--- src/rtl/load_queue_if.sv ---
// Handshake bundle for the load queue: load allocate, store check, commit,
// flush, violation report and occupancy status.
interface load_queue_if #(
  parameter int DEPTH  = 16,
  parameter int ADDR_W = 32,
  parameter int TAG_W  = 32
);
  localparam int CNT_W = $clog2(DEPTH + 1);

  logic              ld_valid;
  logic [ADDR_W-1:0] ld_addr;
  logic [TAG_W-1:0]  ld_tag;
  logic              ld_ready;

  logic              st_valid;
  logic [ADDR_W-1:0] st_addr;
  logic [TAG_W-1:0]  st_tag;

  logic              cm_valid;
  logic [TAG_W-1:0]  cm_tag;

  logic              flush_valid;
  logic [TAG_W-1:0]  flush_tag;

  logic              viol_valid;
  logic [TAG_W-1:0]  viol_tag;

  logic [CNT_W-1:0]  count;
  logic              full;
  logic              empty;

  modport master (
    output ld_valid, ld_addr, ld_tag,
    output st_valid, st_addr, st_tag,
    output cm_valid, cm_tag,
    output flush_valid, flush_tag,
    input  ld_ready, viol_valid, viol_tag, count, full, empty
  );

  modport slave (
    input  ld_valid, ld_addr, ld_tag,
    input  st_valid, st_addr, st_tag,
    input  cm_valid, cm_tag,
    input  flush_valid, flush_tag,
    output ld_ready, viol_valid, viol_tag, count, full, empty
  );
endinterface

--- src/rtl/load_queue.sv ---
// Unordered load queue that tracks executed loads and flags memory-ordering
// violations when an older store resolves to the same word as a younger load.
module load_queue #(
  parameter int DEPTH  = 16,
  parameter int ADDR_W = 32,
  parameter int TAG_W  = 32,
  parameter int OFS_W  = 2
) (
  input logic         clk,
  input logic         reset,
  load_queue_if.slave bus
);
  localparam int CNT_W = $clog2(DEPTH + 1);
  localparam int IDX_W = $clog2(DEPTH);

  logic [DEPTH-1:0]  valid_q;
  logic [DEPTH-1:0]  valid_d;
  logic [ADDR_W-1:0] addr_q [DEPTH];
  logic [TAG_W-1:0]  tag_q  [DEPTH];

  logic [CNT_W-1:0]  count_q;
  logic [CNT_W-1:0]  count_d;
  logic              full_q;
  logic              empty_q;
  logic              viol_valid_q;
  logic [TAG_W-1:0]  viol_tag_q;

  logic              alloc_found;
  logic [IDX_W-1:0]  alloc_idx;
  logic              ld_take;
  logic              ld_flushed;
  logic              ld_alloc;

  logic              viol_any;
  logic [TAG_W-1:0]  viol_min;
  logic              viol_hit;

  logic [ADDR_W-OFS_W-1:0] st_word;
  logic [ADDR_W-OFS_W-1:0] ld_word;

  assign st_word = bus.st_addr[ADDR_W-1:OFS_W];
  assign ld_word = bus.ld_addr[ADDR_W-1:OFS_W];

  // Lowest free slot; a slot freed by this cycle's commit is not yet visible here.
  always_comb begin
    alloc_found = 1'b0;
    alloc_idx   = '0;
    for (int i = 0; i < DEPTH; i++) begin
      if (!valid_q[i] && !alloc_found) begin
        alloc_found = 1'b1;
        alloc_idx   = IDX_W'(i);
      end
    end
  end

  assign ld_take    = bus.ld_valid && !full_q;
  assign ld_flushed = bus.flush_valid && (bus.ld_tag >= bus.flush_tag);
  assign ld_alloc   = ld_take && !ld_flushed && alloc_found;

  // Oldest younger load hitting the store's word, using pre-commit entry state
  // plus the load arriving this cycle.
  always_comb begin
    viol_any = 1'b0;
    viol_min = '0;
    for (int i = 0; i < DEPTH; i++) begin
      if (valid_q[i] && (addr_q[i][ADDR_W-1:OFS_W] == st_word) &&
          (tag_q[i] > bus.st_tag)) begin
        if (!viol_any || (tag_q[i] < viol_min)) begin
          viol_min = tag_q[i];
        end
        viol_any = 1'b1;
      end
    end
    if (ld_take && (ld_word == st_word) && (bus.ld_tag > bus.st_tag)) begin
      if (!viol_any || (bus.ld_tag < viol_min)) begin
        viol_min = bus.ld_tag;
      end
      viol_any = 1'b1;
    end
  end

  assign viol_hit = bus.st_valid && viol_any &&
                    !(bus.flush_valid && (viol_min >= bus.flush_tag));

  // Next valid vector: commit and flush clear, allocation sets a slot that was free.
  always_comb begin
    valid_d = valid_q;
    for (int i = 0; i < DEPTH; i++) begin
      if (bus.cm_valid && valid_q[i] && (tag_q[i] == bus.cm_tag)) begin
        valid_d[i] = 1'b0;
      end
      if (bus.flush_valid && (tag_q[i] >= bus.flush_tag)) begin
        valid_d[i] = 1'b0;
      end
      if (ld_alloc && (alloc_idx == IDX_W'(i))) begin
        valid_d[i] = 1'b1;
      end
    end
  end

  always_comb begin
    count_d = '0;
    for (int i = 0; i < DEPTH; i++) begin
      count_d = count_d + {{(CNT_W-1){1'b0}}, valid_d[i]};
    end
  end

  always_ff @(posedge clk) begin
    if (reset) begin
      valid_q      <= '0;
      count_q      <= '0;
      full_q       <= 1'b0;
      empty_q      <= 1'b1;
      viol_valid_q <= 1'b0;
      viol_tag_q   <= '0;
    end else begin
      valid_q      <= valid_d;
      count_q      <= count_d;
      full_q       <= (count_d == CNT_W'(DEPTH));
      empty_q      <= (count_d == '0);
      viol_valid_q <= viol_hit;
      if (viol_hit) begin
        viol_tag_q <= viol_min;
      end
    end
  end

  // Payload needs no reset: it is only ever read behind a valid bit.
  always_ff @(posedge clk) begin
    if (ld_alloc) begin
      addr_q[alloc_idx] <= bus.ld_addr;
      tag_q[alloc_idx]  <= bus.ld_tag;
    end
  end

  assign bus.ld_ready   = !full_q;
  assign bus.count      = count_q;
  assign bus.full       = full_q;
  assign bus.empty      = empty_q;
  assign bus.viol_valid = viol_valid_q;
  assign bus.viol_tag   = viol_tag_q;

endmodule

--- src/flat_wrapper.sv ---
// flat-port wrapper written by rule: the top's interface ports become plain ports
module load_queue_flat 
#(
  parameter int DEPTH  = 16,
  parameter int ADDR_W = 32,
  parameter int TAG_W  = 32,
  parameter int OFS_W  = 2
)
  (clk, reset, bus_ld_valid, bus_ld_addr, bus_ld_tag, bus_st_valid, bus_st_addr, bus_st_tag, bus_cm_valid, bus_cm_tag, bus_flush_valid, bus_flush_tag, bus_ld_ready, bus_viol_valid, bus_viol_tag, bus_count, bus_full, bus_empty);
  load_queue_if #(.DEPTH(DEPTH), .ADDR_W(ADDR_W), .TAG_W(TAG_W)) bus_i ();
  input logic clk;
  input logic reset;
  input wire logic [$bits(bus_i.ld_valid)-1:0] bus_ld_valid;
  input wire logic [$bits(bus_i.ld_addr)-1:0] bus_ld_addr;
  input wire logic [$bits(bus_i.ld_tag)-1:0] bus_ld_tag;
  input wire logic [$bits(bus_i.st_valid)-1:0] bus_st_valid;
  input wire logic [$bits(bus_i.st_addr)-1:0] bus_st_addr;
  input wire logic [$bits(bus_i.st_tag)-1:0] bus_st_tag;
  input wire logic [$bits(bus_i.cm_valid)-1:0] bus_cm_valid;
  input wire logic [$bits(bus_i.cm_tag)-1:0] bus_cm_tag;
  input wire logic [$bits(bus_i.flush_valid)-1:0] bus_flush_valid;
  input wire logic [$bits(bus_i.flush_tag)-1:0] bus_flush_tag;
  output wire logic [$bits(bus_i.ld_ready)-1:0] bus_ld_ready;
  output wire logic [$bits(bus_i.viol_valid)-1:0] bus_viol_valid;
  output wire logic [$bits(bus_i.viol_tag)-1:0] bus_viol_tag;
  output wire logic [$bits(bus_i.count)-1:0] bus_count;
  output wire logic [$bits(bus_i.full)-1:0] bus_full;
  output wire logic [$bits(bus_i.empty)-1:0] bus_empty;
  assign bus_i.ld_valid = bus_ld_valid;
  assign bus_i.ld_addr = bus_ld_addr;
  assign bus_i.ld_tag = bus_ld_tag;
  assign bus_i.st_valid = bus_st_valid;
  assign bus_i.st_addr = bus_st_addr;
  assign bus_i.st_tag = bus_st_tag;
  assign bus_i.cm_valid = bus_cm_valid;
  assign bus_i.cm_tag = bus_cm_tag;
  assign bus_i.flush_valid = bus_flush_valid;
  assign bus_i.flush_tag = bus_flush_tag;
  assign bus_ld_ready = bus_i.ld_ready;
  assign bus_viol_valid = bus_i.viol_valid;
  assign bus_viol_tag = bus_i.viol_tag;
  assign bus_count = bus_i.count;
  assign bus_full = bus_i.full;
  assign bus_empty = bus_i.empty;
  load_queue #(.DEPTH(DEPTH), .ADDR_W(ADDR_W), .TAG_W(TAG_W), .OFS_W(OFS_W)) u_core (.clk(clk), .reset(reset), .bus(bus_i));
endmodule
--- config.mk ---
export PLATFORM = sky130hd
export DESIGN_NAME = load_queue_flat
export DESIGN_NICKNAME = d
export VERILOG_FILES = /design/src/rtl/load_queue_if.sv /design/src/rtl/load_queue.sv /design/src/flat_wrapper.sv
export SDC_FILE = /design/constraint.sdc
export NUM_CORES = 2
export LEC_CHECK = 0
export BUFFER_PORTS_ARGS = -buffer_cell sky130_fd_sc_hd__buf_2
export CAP_MARGIN = 40
export CORE_UTILIZATION = 55
export CTS_BUF_LIST = sky130_fd_sc_hd__clkbuf_16
export CTS_CLUSTER_DIAMETER = 150
export DETAILED_ROUTE_END_ITERATION = 7
export MAX_ROUTING_LAYER = met4
export PLACE_DENSITY = 0.75
export SLEW_MARGIN = 10
export SYNTH_ARGS = -nofsm -noshare
export SYNTH_HDL_FRONTEND = slang
export SYNTH_SLANG_ARGS = --single-unit
--- constraint.sdc ---
create_clock -name clk -period 175.4 [get_ports clk]
set_input_delay 52.62 -clock clk [delete_from_list [all_inputs] [get_ports clk]]
set_output_delay 52.62 -clock clk [all_outputs]
set_load 0.005 [all_outputs]
* Word-level counts from Yosys, hierarchy flattened *
Memory sizes are Yosys's and may differ from the RTL's.
Index checks and enable logic that the tools add are counted.

operators by class
  add/subtract/negate cells = 15
  magnitude comparators = 51
  equal/unequal tests = 49
  multiplexer cells = 131
  reduce and logical (&&, ||, !) cells = 186

operators by type and width
  cell                  number
  $mux W32              33
  $ge A32 B32 Y1        18
  $gt A32 B32 Y1        17
  $eq A32 B32 Y1        16
  $lt A32 B32 Y1        16
  $eq A30 B30 Y1        17
  $logic_and A1 B1 Y1   120
  $mux W1               84
  $add A5 B1 Y5         14
  $logic_not A1 Y1      48
  $eq A4 B4 Y1 const B  8
  $mux W4               8
  $eq A4 B3 Y1 const B  4
  $logic_or A1 B1 Y1    16
  $mux W3               4
  $eq A4 B2 Y1 const B  2
  $eq A5 B5 Y1 const B  1
  $logic_not A5 Y1      1
  $eq A4 B1 Y1 const B  1
  $logic_not A4 Y1      1
  $mux W2               2
  $add A1 B1 Y2         1

storage, ports and cells
  register bits = 56
  RAM bits = 1,024
  bits of input ports = 198
  output and inout port bits = 41
  memories = 2

memory list
  memory         depth  width  read ports  clocked after Yosys merged registers in  wr ports  line              text
  u_core.addr_q  16     32     16          0                                        1         load_queue.sv:18  logic [ADDR_W-1:0] addr_q [DEPTH];
  u_core.tag_q   16     32     16          0                                        1         load_queue.sv:19  logic [TAG_W-1:0] tag_q [DEPTH];

* Depth between registers and ports, before layout *
An unclocked memory read counts as a cell.

  word-level depth = 73
  gate-level depth with buffers = 332
  depth with buffers taken out = 299

* Least setup slack after synthesis *
Ideal clock, no wire load.

  path kind = input to register
  start point = in bus_st_tag[22]
  end point = reg u_core.viol_tag_q[0], in the netlist u_core.bus.viol_tag[0]
  data arrival time = 103.412 ns
  slack = 71.918 ns
  stages on the path = 317
  buffers on the path = 36
  cells stage by stage = inv_1 ha_1 and4_1 nor4bb_1 nand3_1 or3b_1 o21ba_1 buf_4 clkbuf_1 buf_1 nand2_1 ha_1 a211oi_1 nand2_1 o221ai_1 a32oi_1 or4_1 and2_1 [281 not listed] a21oi_1 nor2b_1 o21ai_0 nand2b_1 a21oi_1 nor2b_1 o21ai_0 nand2b_1 a21oi_1 nor3_1 a211oi_1 o31ai_1 nand2_1 o211ai_1 clkbuf_1 clkbuf_1 or2_2 a21oi_1

between the ends
  word-level cells in the longest chain between the ends = 71
  elaborated cells on any way between the ends = 137
  those cells by class = order compare (34); mux (50); reduce/logical (53)

ends and longest elaborated chain
  what                                                       line                text
  start: declaration                                         flat_wrapper.sv:18  input wire logic [$bits(bus_i.st_tag)-1:0] bus_st_tag;
  $gt A32 B32 Y1                                             load_queue.sv:67    (tag_q[i] > bus.st_tag)) begin
  $logic_and A1 B1 Y1                                        load_queue.sv:66    if (valid_q[i] && (addr_q[i][ADDR_W-1:OFS_W] == st_word) &&
  $mux W32 / $mux W1 (equally long branches)                 load_queue.sv:66
  $lt A32 B32 Y1 / $logic_not A1 Y1 (equally long branches)  load_queue.sv:68    if (!viol_any || (tag_q[i] < viol_min)) begin
  $logic_or A1 B1 Y1                                         load_queue.sv:68
  $mux W32                                                   load_queue.sv:68
  $mux W32                                                   load_queue.sv:66
  $lt A32 B32 Y1                                             load_queue.sv:68
  [56 not listed]                                            n/a
  $logic_or A1 B1 Y1                                         load_queue.sv:75    if (!viol_any || (bus.ld_tag < viol_min)) begin
  $mux W32                                                   load_queue.sv:75
  $mux W32 *                                                 load_queue.sv:74    if (ld_take && (ld_word == st_word) && (bus.ld_tag > bus.st_tag)) begin
  net u_core.viol_min[1]                                     load_queue.sv:35    logic [TAG_W-1:0] viol_min;
  $ge A32 B32 Y1 *                                           load_queue.sv:83    !(bus.flush_valid && (viol_min >= bus.flush_tag));
  $logic_and A1 B1 Y1 *                                      load_queue.sv:83
  $logic_not A1 Y1 *                                         load_queue.sv:83
  $logic_and A1 B1 Y1 *                                      load_queue.sv:82    assign viol_hit = bus.st_valid && viol_any &&
  end signal: assignment                                     load_queue.sv:123   viol_tag_q <= viol_min;
  end: declaration                                           load_queue.sv:26    logic [TAG_W-1:0] viol_tag_q;

The timed path passes the listed nets; every way through them passes the cells marked *.
A chain may end at the register's enable or synchronous reset.

* Worst setup path in the final report *
  start point = in bus_st_addr[6]
  end point = reg u_core.viol_tag_q[25], in the netlist u_core.bus.viol_tag[25]

between the ends
  word-level cells in the longest chain between the ends = 72
  elaborated cells on any way between the ends = 154
  those cells by class = order compare (17); eq/ne (17); mux (50); reduce/logical (70)

ends and longest elaborated chain
  what                                                       line                text
  start: declaration                                         flat_wrapper.sv:17  input wire logic [$bits(bus_i.st_addr)-1:0] bus_st_addr;
  $eq A30 B30 Y1                                             load_queue.sv:66
  $logic_and A1 B1 Y1 (2 in a row)                           load_queue.sv:66
  $mux W32 / $mux W1 (equally long branches)                 load_queue.sv:66
  $lt A32 B32 Y1 / $logic_not A1 Y1 (equally long branches)  load_queue.sv:68
  $logic_or A1 B1 Y1                                         load_queue.sv:68
  $mux W32                                                   load_queue.sv:68
  $mux W32                                                   load_queue.sv:66
  $lt A32 B32 Y1                                             load_queue.sv:68
  [56 not listed]                                            n/a
  $logic_or A1 B1 Y1                                         load_queue.sv:75
  $mux W32                                                   load_queue.sv:75
  $mux W32 *                                                 load_queue.sv:74
  net u_core.viol_min[2]                                     load_queue.sv:35
  $ge A32 B32 Y1 *                                           load_queue.sv:83
  $logic_and A1 B1 Y1 *                                      load_queue.sv:83
  $logic_not A1 Y1 *                                         load_queue.sv:83
  $logic_and A1 B1 Y1 *                                      load_queue.sv:82

Marked as above.

==> metrics.csv <==
metric,value,unit
die-area,161000,µm²
cts_sinks,1048,
power_density,6.63,nW/µm²
synth_area_leaders,"edfxtp_1 (34%), ha_1 (23%), xnor2_1 (8.2%), o21ai_0 (3.4%), nand4_1 (3.3%)",
outcome,"complete, no violations",
cp_top_family,compound AO/OA/AOI/OAI gates,
rsz0062_at_grt,no,
critPathRequiredTime,176.13,ns
root_buffer,clkbuf_16,
grt_antenna_before_repair,18,
worst_pin_slew,1.18,ns
chipHeight,401,µm
yosysUniqueCellTypes,99,
gr-total-overflow,0,
drv_slew,0,
wl,381,mm
first_pass_iters,7,
grt_pass1_wl,523,mm
netlist_area,87600,µm²
ioPinCount,239,
crit_fanout,66,
fin_skew,0.0926,ns
drt_iter0_drc,9173,
hold_path_class,register to register,
yosysTopAreaCell,edfxtp_1,
dp.final_hpwl,289,mm
synth_most_common_cell,ha_1,
fin_area,96800,µm²
fp-row-count,146,
num-nets-final,10677,
grt_pass1_vias,69473,
vdd_drop_max,0.0000149,V
drt-vias-per-instance,6.70,
grt_max_degree,67,
postPlaceCellArea,92500,µm²
finalSetupTns,0,ns
setup_viol,0,
cp.arrival,121.64,ns
drtAntennaViolNets,0,
final_util,61.2,%
post_drt_wl_per_cell,34.4,µm
yosysSeqAreaShare,35.3,%
worstSetupEndpointType,register,
pre_cts_ws,57.46,ns
fin_crit_sh,68.9,%
drv.max_cap_violation_count,0,
synth_top_area_share,34.0,%
grt_usage,47.5,%
die_w,401,µm
avgSynthCellArea,10.3,µm²
hold_viol,0,
cts_max_path_buffers,3,
leakage,0.0379,µW
finalCriticalPeriod,120.91,ns
post_cts_resized,0,
crit_type,input pin to register,
cts_tree,done,
portBuffers,234,
synth_nets,10293,
numCtsBuffers,120,
clk_latency,0.82,ns
synth_warnings,0,
synth_flop_cell,edfxtp_1,
synth_edf_count,992,
fmax,8.27,MHz
drc,0,
start_kind,input pin,
postCtsSetupRepairBufs,0,
cpPeakStageDelay,0.97,ns
critPathMostFrequentCell,o21ai_0,
netlist_instances,8490,
async_reset_ff_share,0,%
core,158000,µm²
slowest_stage,nor4_1,
synth_top_cells_by_count,"ha_1 (1595), edfxtp_1 (992), xnor2_1 (819)",
ys_ff_latch,1048,
path_clk_slew,0.07,ns
start_util,55.4,%
slew_headroom,21.7,%
htree_levels,3,
drive_gt1_share,10.1,%
vias,74193,
finalWorstSetupSlack,54.49,ns
crit_buf_inv,39,
hold_buffers,0,
syn_to_final_growth,10.5,%
place.gp.congestion,1.09,
## logic make-up (layout without fill, tap and decap cells)
family	after synthesis	in the layout	share of synthesized area, %
flops	1048	1048	35.3
compound gates	1786	1786	12.4
buf+inv	730	1215	3.25
mux	206	206	2.54
other cells	0	19	0
simple gates	2076	2076	13.0
fa+ha+maj	1619	1619	23.2
xor+xnor	1025	1025	10.3
## flip-flops by register name, summed over array words and instances, names as in the netlist
| register | flops |
|---|---|
| u_core.bus.full | 1 |
| u_core.valid_q | 16 |
| u_core.bus.empty | 1 |
| u_core.bus.viol_tag | 32 |
| u_core.addr_q | 480 |
| u_core.bus.count | 5 |
| u_core.tag_q | 512 |
| u_core.bus.viol_valid | 1 |
## layout make-up
cell class / count / area (µm²)
diodes: 19 / 47.5
clock buffers: 120 / 3000
clock inverters: 103 / 1150
fillers: 12916 / 61400
inverters: 480 / 1800
multi-input cells: 6712 / 54000
flip-flops and latches: 1048 / 30900
well taps: 2072 / 2590
repair buffers: 512 / 3250
## tightest hold or removal path, stage by stage, from the launching register on
cell and delay (ns):
dfxtp_1 0.31, nand2_1 0.05, a21oi_1 0.05
## cells in the final DEF (no fill, tap or decap), drive strengths merged, types with 20 or more instances in the layout
cell type  synthesis  final
a21oi            548    548
mux2i             80     80
o21ai            603    603
nand2            421    421
and3              20     20
nor2b            307    307
dfxtp             56     56
nor3              64     64
or2               24     24
o21a              45     45
o31ai             35     35
clkbuf           154    122
nand4            457    457
a21o             220    220
a221o             42     42
mux2             126    126
clkinv             0     37
and2              51     51
a22oi             54     54
o211ai            27     27
edfxtp           992    992
buf               96    509
and4              21     21
nor4             125    125
xor2             206    206
ha              1595   1595
nand2b           269    269
xnor2            819    819
inv              480    517
nand3            100    100
nor2             172    172
a211oi            39     39
## where the power goes
group	leakage [µW]	switching, µW	internal, µW	total (µW)
logic	0.0264	62.8	28.9	91.7
registers	0.00940	2.61	276	279
clock network	0.00206	120	151	271
total	0.0379	185	456	642
## per-stage QoR
step           hold WS (ns)  instances  power (µW)
5_1_grt               0.468      11058         653
4_1_cts               0.454      11036         637
6_report              0.452      11066         642
3_5_place_dp          0.445      10813         371
3_3_place_gp          0.439      10785         368
2_1_floorplan         0.453       8490         328
## path summary, 6_finish.rpt
| path | from | to | slack, ns | depth (start not counted) |
|---|---|---|---|---|
| hold / removal | u_core.bus.viol_tag[12] | u_core.bus.viol_tag[12] | 0.45 | 2 |
| setup / recovery | bus_st_addr[6] | u_core.bus.viol_tag[25] | 54.49 | 312 |
| setup reg to reg | u_core.tag_q[0][14] | u_core.bus.viol_tag[25] | 106.18 | 311 |
| hold reg to reg | u_core.bus.viol_tag[12] | u_core.bus.viol_tag[12] | 0.45 | 2 |
## per-layer routing
metal  up-vias  GRT usage (%)  wire length [µm]  part of all wire, %
li1      32426              -                 -                    -
met1     35559           61.5            150000                   39
met2      5060           65.2            154000                   40
met3      1148           15.3             52700                   14
met4         0           26.2             24600                  6.5
met5         -              -                 0                    0
Power figures use the tool's default switching activity.
